### config.mk
export PLATFORM = sky130hd
export DESIGN_NAME = seq_detector_param
export DESIGN_NICKNAME = d
export VERILOG_FILES = /design/src/rtl/seq_det_pkg.sv /design/src/rtl/sat_counter.sv /design/src/rtl/seq_detector_param.sv
export SDC_FILE = /design/constraint.sdc
export NUM_CORES = 1
export LEC_CHECK = 0
export BUFFER_PORTS_ARGS = -buffer_cell sky130_fd_sc_hd__buf_2
export CAP_MARGIN = 20
export CORE_MARGIN = 2
export CORE_UTILIZATION = 54
export CTS_BUF_LIST = sky130_fd_sc_hd__clkbuf_8
export DETAILED_ROUTE_END_ITERATION = 10
export PLACE_DENSITY = 0.91
export SYNTH_ARGS = -nofsm -noshare
export SYNTH_HDL_FRONTEND = slang
export SYNTH_SLANG_ARGS = --single-unit
### constraint.sdc
create_clock -name clk -period 1.97 [get_ports clk]
set_input_delay 0.197 -clock clk [delete_from_list [all_inputs] [get_ports clk]]
set_output_delay 0.197 -clock clk [all_outputs]
set_load 0.01 [all_outputs]
### src/rtl/seq_det_pkg.sv
// Shared constants and elaboration-time helpers for the serial pattern detector.
// The helpers build the KMP transition table from the PATTERN parameter. They are
// only ever evaluated in constant context, so they cost no logic.
package seq_det_pkg;

  localparam int MOORE = 0;
  localparam int MEALY = 1;

  // Pattern bit i, counted in arrival order, lives at pat[len-1-i].
  // Returns the length of the longest pattern prefix that is a suffix of
  // (first k pattern bits followed by bit b).
  function automatic int kmp_next(input logic [15:0] pat, input int len,
                                  input int k, input logic b);
    int   best;
    int   pos;
    logic ok;
    logic sb;
    best = 0;
    for (int m = 1; m <= 16; m++) begin
      if (m <= len && m <= k + 1) begin
        ok = 1'b1;
        for (int i = 0; i < 16; i++) begin
          if (i < m) begin
            pos = k + 1 - m + i;
            if (pos == k) sb = b;
            else sb = pat[4'(len - 1 - pos)];
            if (sb != pat[4'(len - 1 - i)]) ok = 1'b0;
          end
        end
        if (ok) best = m;
      end
    end
    return best;
  endfunction

  // Longest proper prefix of the pattern that is also a suffix of it. This is
  // where an overlapping detector resumes after a full match.
  function automatic int kmp_border(input logic [15:0] pat, input int len);
    int   best;
    logic ok;
    best = 0;
    for (int m = 1; m < 16; m++) begin
      if (m < len) begin
        ok = 1'b1;
        for (int i = 0; i < 16; i++) begin
          if (i < m) begin
            if (pat[4'(len - 1 - i)] != pat[4'(m - 1 - i)]) ok = 1'b0;
          end
        end
        if (ok) best = m;
      end
    end
    return best;
  endfunction

endpackage

### src/rtl/sat_counter.sv
// Saturating event counter with a synchronous clear that wins over increment.
module sat_counter #(
  parameter int CNT_W = 8
) (
  input  logic             clk,
  input  logic             rst_n,
  input  logic             clr_i,
  input  logic             inc_i,
  output logic [CNT_W-1:0] count_o
);

  localparam logic [CNT_W-1:0] CNT_MAX = '1;

  logic [CNT_W-1:0] count_q;
  logic [CNT_W-1:0] count_d;

  // Clear first, then increment unless the counter is already all ones.
  always_comb begin
    count_d = count_q;
    if (clr_i) count_d = '0;
    else if (inc_i && (count_q != CNT_MAX)) count_d = count_q + 1'b1;
  end

  // Count register, cleared asynchronously by reset.
  always_ff @(posedge clk or negedge rst_n) begin
    if (!rst_n) count_q <= '0;
    else        count_q <= count_d;
  end

  assign count_o = count_q;

endmodule

### src/rtl/seq_detector_param.sv
// Parametrised serial sequence detector. The state is the length of the pattern
// prefix matched so far. Transitions come from a KMP table that is built at
// elaboration. In Moore mode, S(PAT_LEN) is a real state that drives w. In Mealy
// mode, w is raised combinationally on the completing bit, and the state never
// reaches S(PAT_LEN). dbg_state exposes the state register for observation.
module seq_detector_param
  import seq_det_pkg::*;
#(
  parameter int          PAT_LEN = 5,
  parameter logic [15:0] PATTERN = 16'b0000_0000_0001_0110,
  parameter int          MODE    = 0,
  parameter int          OVERLAP = 1,
  parameter int          CNT_W   = 8
) (
  input  logic                           clk,
  input  logic                           rst,
  input  logic                           en,
  input  logic                           j,
  input  logic                           clr_count,
  output logic                           w,
  output logic [CNT_W-1:0]               match_count,
  output logic [$clog2(PAT_LEN+1)-1:0]   dbg_state
);

  localparam int SW = $clog2(PAT_LEN + 1);
  localparam logic [SW-1:0] FULL   = SW'(PAT_LEN);
  localparam logic [SW-1:0] BORDER = SW'(kmp_border(PATTERN, PAT_LEN));

  // Reject parameter values the table construction cannot handle.
  if (PAT_LEN < 2 || PAT_LEN > 16) begin : g_bad_len
    $error("seq_detector_param: PAT_LEN must be in 2..16");
  end
  if (MODE != MOORE && MODE != MEALY) begin : g_bad_mode
    $error("seq_detector_param: MODE must be 0 (Moore) or 1 (Mealy)");
  end
  if (OVERLAP != 0 && OVERLAP != 1) begin : g_bad_ovl
    $error("seq_detector_param: OVERLAP must be 0 or 1");
  end
  if (CNT_W < 1) begin : g_bad_cnt
    $error("seq_detector_param: CNT_W must be at least 1");
  end

  // Transition table: tab[k][b] = next prefix length from S(k) on bit b.
  logic [SW-1:0] tab [PAT_LEN+1][2];

  for (genvar gk = 0; gk <= PAT_LEN; gk++) begin : g_k
    for (genvar gb = 0; gb < 2; gb++) begin : g_b
      localparam int NXT = kmp_next(PATTERN, PAT_LEN, gk, 1'(gb));
      assign tab[gk][gb] = SW'(NXT);
    end
  end

  logic [SW-1:0] state_q;
  logic [SW-1:0] state_d;
  logic [SW-1:0] base;
  logic [SW-1:0] nxt;
  logic          match;

  // Next-state and match decode. A non-overlapping Moore detector treats
  // S(PAT_LEN) as S0. A Mealy detector never enters S(PAT_LEN): it jumps
  // straight to the border (overlap) or to S0.
  always_comb begin
    state_d = state_q;
    match   = 1'b0;
    base    = state_q;
    nxt     = '0;
    if (MODE == MOORE && OVERLAP == 0 && state_q == FULL) base = '0;
    for (int k = 0; k <= PAT_LEN; k++) begin
      if (base == SW'(k)) nxt = tab[k][j];
    end
    if (en) begin
      match = (nxt == FULL);
      if (match && MODE == MEALY) state_d = (OVERLAP != 0) ? BORDER : '0;
      else                        state_d = nxt;
    end
  end

  // State register; reset discards any partial match immediately.
  always_ff @(posedge clk or negedge rst) begin
    if (!rst) state_q <= '0;
    else      state_q <= state_d;
  end

  assign w         = (MODE == MOORE) ? (state_q == FULL) : match;
  assign dbg_state = state_q;

  sat_counter #(
    .CNT_W (CNT_W)
  ) u_cnt (
    .clk     (clk),
    .rst_n   (rst),
    .clr_i   (clr_count),
    .inc_i   (match),
    .count_o (match_count)
  );

endmodule

==> metrics, run 1 <==
status finished, final reports clean; first-pass GRT wire length 2330 um; clock skew 1.57 ps; DRT Pass-1 Iters 4; GPL Wtd Cong 0.856; Final Hold Viols 0; critical path class flop to flop; Global Route Usage Sum 22.9%; Hold Crit Class primary input to flop; clk buf depth 2; max frequency 593 MHz; CP max stage delay 410 ps; Final HPWL DP 1020 um; data arrival time of the worst path 1800 ps; Post-Layout Inst Area 848 um^2; RR Endpoint u_cnt.count_o[0]$_DFFE_PN0P_; number of synthesized flops with an enable pin 0; post-placement setup slack 279 ps; RSZ-0062 raised after global routing false; CP endpoint kind flop; min Tclk post-route 1690 ps; Max-Cap Viols 0; Gate Count Post-Synth 73; Power Total 663 uW; maximum vdd drop 0.733 mV; Worst Path Buf+Inv 0; synthesized area 713 um^2; Die X-Extent 40.3 um; gr ovfl total 0; # nets final 98; TritonCTS clock tree yes; port bufs 16; number of global-route vias before repair 520; routed len/inst 13.4 um; layout cells sized above 1 26.4%; Clock Latency Late Sink 240 ps; Reg2Reg Depth 4; clk sinks 11; DR DRC count 0; Setup Buffers After CTS 0; max_slew headroom 80.9%; die height 40.3 um; Post-synth ARST share 100%; CP max stage cell dfrtp_1; YS warnings 0; core area 0.00127 mm^2; Root Driver clkbuf_8; worst hold endpoint u_cnt.count_o[3]$_DFFE_PN0P_; Lkg Pwr 0.408 nW; Hold Path Depth 2; Top delay family on crit path flip-flops; CTS H-tree lvls 1; crit-path cells ha_1 > and3_1 > a211oi_2 > mux2_1; Distinct cells, synth 37; Mapped Nets 79; num ports 17; largest net degree at the start of global routing 13; main flop type after synthesis dfrtp_1; Tcrit/Tclk final 85.5%; initial antenna violation count 0; synthesis-stage register bit count 11; critical path peak fanout 7; CTS buffer count 3; Final Max Slew Viols 0; count of final setup violators 0; # fillers 106; Worst Max-Slew Pin Slew 287 ps; via count 634; Critical Path RT 2090 ps; RR Startpoint u_cnt.count_o[0]$_DFFE_PN0P_; Layout area overhead 18.9%; 1st-iter DRT viols 23; commonest non-fill, non-tap cell in the layout buf_2; FF-to-FF setup slack 280 ps; average cell area after synthesis 9.77 um^2; n_diodes 0; die area 0.00163 mm^2; Final WS setup 285 ps; clk slew on worst S/H paths 50 ps; final WL 1420 um; Routed Antenna Nets 0; vias per cell 5.98; Post-DP Area 793 um^2; CP Launch Type flop; Crit. path cell count 4; sequential share of the synthesized area 38.6%; setup_tns 0 ps; std cell rows 13; power per cell area 782 mW/mm^2; Worst Min Path Start clr_count; Starting Density 56.2%; commonest cells after routing, fill and taps aside buf_2 (16), dfrtp_1 (11), nand2_1 (6)
==> registers in the layout, summed over array words and instances, names as in the netlist <==
| register | flops |
|---|---|
| u_cnt.count_o | 8 |
| dbg_state | 3 |
==> layout make-up <==
cell class / instances / area (um^2) / area share [%]
Clock buffer: 3 / 41.3 / 4.87
Multi-Input combinational cell: 56 / 408 / 48.1
Clock inverter: 1 / 3.75 / 0.442
Timing Repair Buffer: 17 / 90.1 / 10.6
Tap cell: 15 / 18.8 / 2.21
Inverter: 3 / 11.3 / 1.33
Sequential cell: 11 / 275 / 32.4
==> cell usage after synthesis, drive strengths merged (2+ instances only) <==
cell type | instances | area, um^2
nand4 | 3 | 18.8
and3 | 2 | 12.5
nand2 | 6 | 22.5
a21oi | 3 | 15.0
a211oi | 2 | 20.0
dfrtp | 11 | 275
nand3 | 2 | 10.0
nor3 | 2 | 10.0
nand2b | 3 | 18.8
inv | 3 | 11.3
clkbuf | 2 | 7.51
nor2 | 2 | 7.51
nor4 | 2 | 18.8
and3b | 2 | 17.5
o21ai | 4 | 20.0
mux2i | 2 | 20.0
nor2b | 3 | 18.8
mux2 | 3 | 37.5
==> metrics by stage <==
step / cells / hold WS [ps] / util (%)
after floorplan: 73 / -98.6 / -
after global placement: 101 / 77.5 / 62.5
after detailed placement: 101 / 79.2 / 62.5
after CTS: 106 / 243 / 66.9
after global routing: 106 / 256 / 66.9
final: 106 / 242 / 66.9
==> per-layer routing <==
layer	vias to the layer above	share of wire, %	global-route usage (%)
li1	312	-	-
met1	301	44	29.5
met2	17	48	31.7
met3	4	4.8	8.33
met4	0	2.4	15.0
met5	-	0	0
==> power breakdown <==
group          internal [mW]  total [mW]  switching, mW
registers              0.251       0.307         0.0556
logic                 0.0771       0.140         0.0627
clock network          0.136       0.217         0.0803
total                  0.465       0.663          0.199
==> timing repair <==
item | CTS | global route
gates resized for setup | 0 | 0
hold buffers | 1 | 0
hold endpoints to repair | 11 | 0
==> how the worst max path moves through the flow <==
stage / startpoint / to / slack (ps)
final: u_cnt.count_o[0]$_DFFE_PN0P_ / u_cnt.count_o[0]$_DFFE_PN0P_ / 280
after global routing: u_cnt.count_o[0]$_DFFE_PN0P_ / u_cnt.count_o[0]$_DFFE_PN0P_ / 180
after CTS: u_cnt.count_o[0]$_DFFE_PN0P_ / u_cnt.count_o[0]$_DFFE_PN0P_ / 270
after detailed placement: u_cnt.count_o[0]$_DFFE_PN0P_ / u_cnt.count_o[0]$_DFFE_PN0P_ / 280
after global placement: u_cnt.count_o[0]$_DFFE_PN0P_ / u_cnt.count_o[0]$_DFFE_PN0P_ / 360
after floorplan: u_cnt.count_o[0]$_DFFE_PN0P_ / u_cnt.count_o[0]$_DFFE_PN0P_ / 380
==> logic make-up after synthesis <==
family	count (synthesis)	share of synthesized area, %
flops	11	38.6
fa+ha+maj	1	1.75
mux	5	8.07
simple gates	34	31.6
compound gates	16	15.8
buf+inv	6	4.21
(Power assumes the default switching activity.)
==> run 2, diff against run 1 <==
--- a/config.mk
+++ b/config.mk
@@ -5,12 +5,13 @@
 export SDC_FILE = /design/constraint.sdc
 export NUM_CORES = 1
 export LEC_CHECK = 0
+export ABC_CLOCK_PERIOD_IN_PS = 2000
 export BUFFER_PORTS_ARGS = -buffer_cell sky130_fd_sc_hd__buf_2
 export CAP_MARGIN = 20
-export CORE_MARGIN = 2
-export CORE_UTILIZATION = 54
+export CORE_AREA = 2 2 39 41
 export CTS_BUF_LIST = sky130_fd_sc_hd__clkbuf_8
 export DETAILED_ROUTE_END_ITERATION = 10
+export DIE_AREA = 0 0 41 43
 export PLACE_DENSITY = 0.91
 export SYNTH_ARGS = -nofsm -noshare
 export SYNTH_HDL_FRONTEND = slang
==> constraint.sdc (replaced) <==
create_clock -name clk -period 2 [get_ports clk]
set_input_delay 0.2 -clock clk [delete_from_list [all_inputs] [get_ports clk]]
set_output_delay 0.2 -clock clk [all_outputs]
set_load 0.01 [all_outputs]
==> metrics, run 2 (synthesized netlist as in run 1, its figures left out) <==
status finished, final reports clean; DR DRC count 0 (unchanged); count of final setup violators 0 (unchanged); post-CTS sizing 0 (unchanged); CTS H-tree lvls 1 (unchanged); Worst Max-Slew Pin Slew 279 ps (-8.39 ps); Worst Min Path Start clr_count; routed len/inst 14.5 um (+8.6%); clk sinks 11 (unchanged); Hold Crit Class primary input to flop; Tcrit/Tclk final 84.1% (-1.5 points); max frequency 595 MHz (+0.24%); via count 654 (+3.2%); data arrival time of the worst path 1810 ps (about the same); Reg2Reg Depth 4 (unchanged); Top delay family on crit path flip-flops; crit-path cells ha_1 > and3_1 > a211oi_2 > mux2_1; clock skew 2.61 ps (+1.04 ps); clk buf depth 2 (unchanged); number of global-route vias before repair 566 (+8.8%); Final WS setup 319 ps (+34.0 ps); Lkg Pwr 0.408 nW (unchanged); RSZ-0062 raised after global routing false; Final HPWL DP 1050 um (+2.9%); vias per cell 6.11 (+2.2%); Worst Path Buf+Inv 0 (unchanged); Setup Buffers After CTS 0 (unchanged); first-pass GRT wire length 2440 um (+5.0%); CTS buffer count 3 (unchanged); commonest non-fill, non-tap cell in the layout buf_2; num ports 17 (unchanged); power per cell area 774 mW/mm^2 (-0.93%); n_diodes 0 (unchanged); commonest cells after routing, fill and taps aside buf_2 (16), dfrtp_1 (11), nand2_1 (6); Die X-Extent 41 um (+1.6%); CP Launch Type flop; core area 0.00138 mm^2 (+9.1%); post-placement setup slack 359 ps (+79.7 ps); TritonCTS clock tree yes; initial antenna violation count 0 (unchanged); DRT Pass-1 Iters 4 (unchanged); port bufs 16 (unchanged); hold_ws 266 ps (+24.1 ps); critical path class flop to flop; die height 43 um (+6.6%); CP max stage delay 410 ps (about the same); Final Util 61.4% (-5.5 points); setup_tns 0 ps (unchanged); largest net degree at the start of global routing 13 (unchanged); Max-Cap Viols 0 (unchanged); CP max stage cell dfrtp_1; Clock Latency Late Sink 240 ps (about the same); maximum vdd drop 0.401 mV (-45%); critical path peak fanout 7 (unchanged); Final Hold Viols 0 (unchanged); critical path startpoint u_cnt.count_o[0]$_DFFE_PN0P_; Final Max Slew Viols 0 (unchanged); clk slew on worst S/H paths 50 ps (about the same); RR Startpoint u_cnt.count_o[0]$_DFFE_PN0P_; Global Route Usage Sum 20.2% (-2.8 points); post-cts hold buffer count 1 (unchanged); # nets final 98 (unchanged); Root Driver clkbuf_8; final WL 1560 um (+9.6%); die area 0.00176 mm^2 (+8.3%); Layout area overhead 19.1%; GPL Wtd Cong 0.789 (-7.8%); max_slew headroom 81.4% (+0.56 points); Crit. path cell count 4 (unchanged); min Tclk post-route 1680 ps (-3.95 ps); Starting Density 51.5% (-4.7 points); layout cells sized above 1 26.4% (unchanged); std cell rows 14 (+1); CP endpoint kind flop; Hold Path Depth 2 (unchanged); gr ovfl total 0 (unchanged); 1st-iter DRT viols 15 (-35%); Critical Path RT 2120 ps (+30 ps); max FFs per register 8 (unchanged); Routed Antenna Nets 0 (unchanged)
[run 2: cell counts in the layout (fill, tap and decap cells not counted)]
No cell type changed its count.
[run 2: worst paths after layout]
path,to,slack (ps)
min reg2reg,u_cnt.count_o[1]$_DFFE_PN0P_,570
max in group asynchronous,u_cnt.count_o[2]$_DFFE_PN0P_,1440
max reg2reg,u_cnt.count_o[0]$_DFFE_PN0P_,320
min,u_cnt.count_o[2]$_DFFE_PN0P_,270
min in group asynchronous,u_cnt.count_o[7]$_DFFE_PN0P_,360
max,u_cnt.count_o[0]$_DFFE_PN0P_,320
[run 2: final cells by class]
type	count	area (um^2)
timing repair buffer	17	90.1
clock buffer	3	41.3
sequential	11	275
inverter	3	11.3
multi-input combinational	56	408
fill	116	534
clock inverter	1	3.75
tap	16	20.0
[run 2: report_power, final]
part | total, mW | leakage, nW | switching (mW) | internal (mW)
Combinational | 0.138 | 0.231 | 0.0619 | 0.0759
Sequential | 0.300 | 0.150 | 0.0525 | 0.247
Clock | 0.221 | 0.0269 | 0.0857 | 0.135
Total | 0.658 | 0.408 | 0.200 | 0.458
[run 2: metal layers]
layer  GRT usage, %  up-vias  wire, um
li1               -      314         -
met1           27.2      313       689
met2           29.1       19       754
met3           3.66        8        53
met4           11.3        0        57
met5              0        -         0
[run 2: per-stage QoR]
stage | area, um^2 | std cells | total power [mW]
after global placement | 795 | 102 | 0.433
after detailed placement | 795 | 102 | 0.439
after global routing | 850 | 107 | 0.693
final | 850 | 107 | 0.658
after floorplan | 713 | 73 | 0.408
after CTS | 850 | 107 | 0.661
==> run 3, diff against run 2 <==
--- a/config.mk
+++ b/config.mk
@@ -5,14 +5,14 @@
 export SDC_FILE = /design/constraint.sdc
 export NUM_CORES = 1
 export LEC_CHECK = 0
-export ABC_CLOCK_PERIOD_IN_PS = 2000
+export ABC_CLOCK_PERIOD_IN_PS = 1450
 export BUFFER_PORTS_ARGS = -buffer_cell sky130_fd_sc_hd__buf_2
 export CAP_MARGIN = 20
-export CORE_AREA = 2 2 39 41
+export CORE_MARGIN = 2
+export CORE_UTILIZATION = 49
 export CTS_BUF_LIST = sky130_fd_sc_hd__clkbuf_8
 export DETAILED_ROUTE_END_ITERATION = 10
-export DIE_AREA = 0 0 41 43
-export PLACE_DENSITY = 0.91
+export PLACE_DENSITY = 0.88
 export SYNTH_ARGS = -nofsm -noshare
 export SYNTH_HDL_FRONTEND = slang
 export SYNTH_SLANG_ARGS = --single-unit
==> constraint.sdc (replaced) <==
create_clock -name clk -period 1.45 [get_ports clk]
set_input_delay 0.145 -clock clk [delete_from_list [all_inputs] [get_ports clk]]
set_output_delay 0.145 -clock clk [all_outputs]
set_load 0.01 [all_outputs]
==> metrics, run 3 (synthesized netlist as in run 1, its figures left out) <==
max frequency 668 MHz (+12%); dpl cells 115 (+13%); std cell rows 13 (-1); Clock Latency Late Sink 240 ps (about the same); # fillers 92 (-21%); Global Route Usage Sum 24.7% (+4.5 points); via count 793 (+21%); # nets final 117 (+19%); die height 42.2 um (-2.0%); Layout area overhead 44.4%; RSZ-0062 raised after global routing true; final WL 2170 um (+39%); clk slew on worst S/H paths 50 ps (about the same); Critical Path RT 1570 ps (-550 ps); Lkg Pwr 0.507 nW (+24%); port bufs 16 (unchanged); largest net degree at the start of global routing 12 (-1); num ports 17 (unchanged); gr ovfl total 0 (unchanged); met2 routed WL 1020 um (+35%); Final Max Slew Viols 0 (unchanged); Starting Density 53.5% (+1.9 points); commonest cells after routing, fill and taps aside buf_4 (19), buf_2 (16), dfrtp_1 (11); die area 0.00178 mm^2 (+0.77%); layout cells sized above 1 43.6% (+17 points); Final Hold Viols 0 (unchanged); Tcrit/Tclk final 103% (+19 points); max FFs per register 8 (unchanged); data arrival time of the worst path 1620 ps (-190 ps); DRT met1 WL 865 um (+26%); clk buf depth 2 (unchanged); power per cell area 972 mW/mm^2 (+26%); routed wl met3 195 um (+270%); Final WS setup -48.1 ps (-367 ps); area of the multi-input gates 447 um^2 (+9.5%); CP endpoint kind flop; Worst Max-Slew Pin Slew 254 ps (-25.1 ps); TritonCTS clock tree yes; core area 0.00133 mm^2 (-3.6%); count of final setup violators 2 (+2); vias per cell 6.34 (+3.8%); register area 275 um^2 (unchanged); CTS buffer count 3 (unchanged); Max-Cap Viols 0 (unchanged); commonest non-fill, non-tap cell in the layout buf_4; CP Launch Type flop; clk sinks 11 (unchanged); CTS H-tree lvls 1 (unchanged); status finished with violations; Final HPWL DP 1340 um (+28%); setup_tns -70.1 ps (-70.1 ps); violated checks setup timing; max_slew headroom 83.0% (+1.6 points); critical path peak fanout 2 (-5); n_diodes 0 (unchanged); Die X-Extent 42.2 um (+2.8%); DRT Pass-1 Iters 4 (unchanged); Root Driver clkbuf_8; clock skew 2.21 ps (-0.400 ps); initial antenna violation count 0 (unchanged); DR top layer met4; number of global-route vias before repair 722 (+28%); 1st-iter DRT viols 36 (+21); Hold Crit Class primary input to flop; min Tclk post-route 1500 ps (-183 ps); Routed Antenna Nets 0 (unchanged); DR DRC count 0 (unchanged); critical path class flop to flop; routed len/inst 17.3 um (+19%); post-placement setup slack -81.4 ps (-440 ps); GPL Wtd Cong 0.866 (+9.7%); Power Total 1.00 mW (+52%); maximum vdd drop 0.721 mV (+80%); first-pass GRT wire length 3220 um (+32%); fin cells 125 (+17%)
## run 3: cell types whose count changed in the layout (fill, tap and decap cells not counted), sizes merged
cell and change:
buf +19
## run 3: through the flow
step	instance area (um^2)	utilization, %	hold WS [ps]
2_1_floorplan	727	-	-151
3_3_place_gp	912	68.4	26.9
3_5_place_dp	912	68.4	28.9
4_1_cts	1000	75.1	196
5_1_grt	1030	77.2	234
6_report	1030	77.2	208
## run 3: final cells by class
type	count	share of cell area (%)
Multi-Input combinational cell	56	43.4
Sequential cell	11	26.7
Timing Repair Buffer	36	22.6
Clock buffer	3	4.01
Tap cell	15	1.82
Inverter	3	1.09
Clock inverter	1	0.365
## run 3: final timing paths
path	start	to	slack [ps]	cells after the start
worst max-delay path	u_cnt.count_o[0]$_DFFE_PN0P_	u_cnt.count_o[0]$_DFFE_PN0P_	-50	4
worst min-delay path	clr_count	u_cnt.count_o[2]$_DFFE_PN0P_	210	2
worst max register to register	u_cnt.count_o[0]$_DFFE_PN0P_	u_cnt.count_o[0]$_DFFE_PN0P_	-50	4
worst min register to register	u_cnt.count_o[7]$_DFFE_PN0P_	u_cnt.count_o[7]$_DFFE_PN0P_	680	3
max in group asynchronous	rst	u_cnt.count_o[6]$_DFFE_PN0P_	950	2
min in group asynchronous	rst	u_cnt.count_o[4]$_DFFE_PN0P_	300	2
## run 3: what timing repair did
action                                  in CTS  in global routing
endpoints found under the setup margin       1                  5
gates resized for setup                      1                  4
pin swaps                                    3                  5
buffers inserted                             4                  1
hold endpoints to repair                    11                  0
hold buffers                                 1                  0
## run 3: critical path, stage by stage (launching register included)
cell      delay [ps]
dfrtp_1          380
ha_2             210
and3_4           200
a211oi_4         270
mux2_4           330
## run 3: report_power, final
group | total [mW] | switching [mW] | internal, mW
combinational | 0.330 | 0.165 | 0.165
sequential | 0.374 | 0.0322 | 0.342
clock | 0.297 | 0.112 | 0.186
total | 1.00 | 0.309 | 0.692
## run 3: per-layer routing
metal / vias to the layer above / GRT usage (%)
met4: 0 / 11.9
met1: 375 / 29.3
met2: 54 / 40.0
met3: 14 / 8.19
met5: - / 0
li1: 350 / -
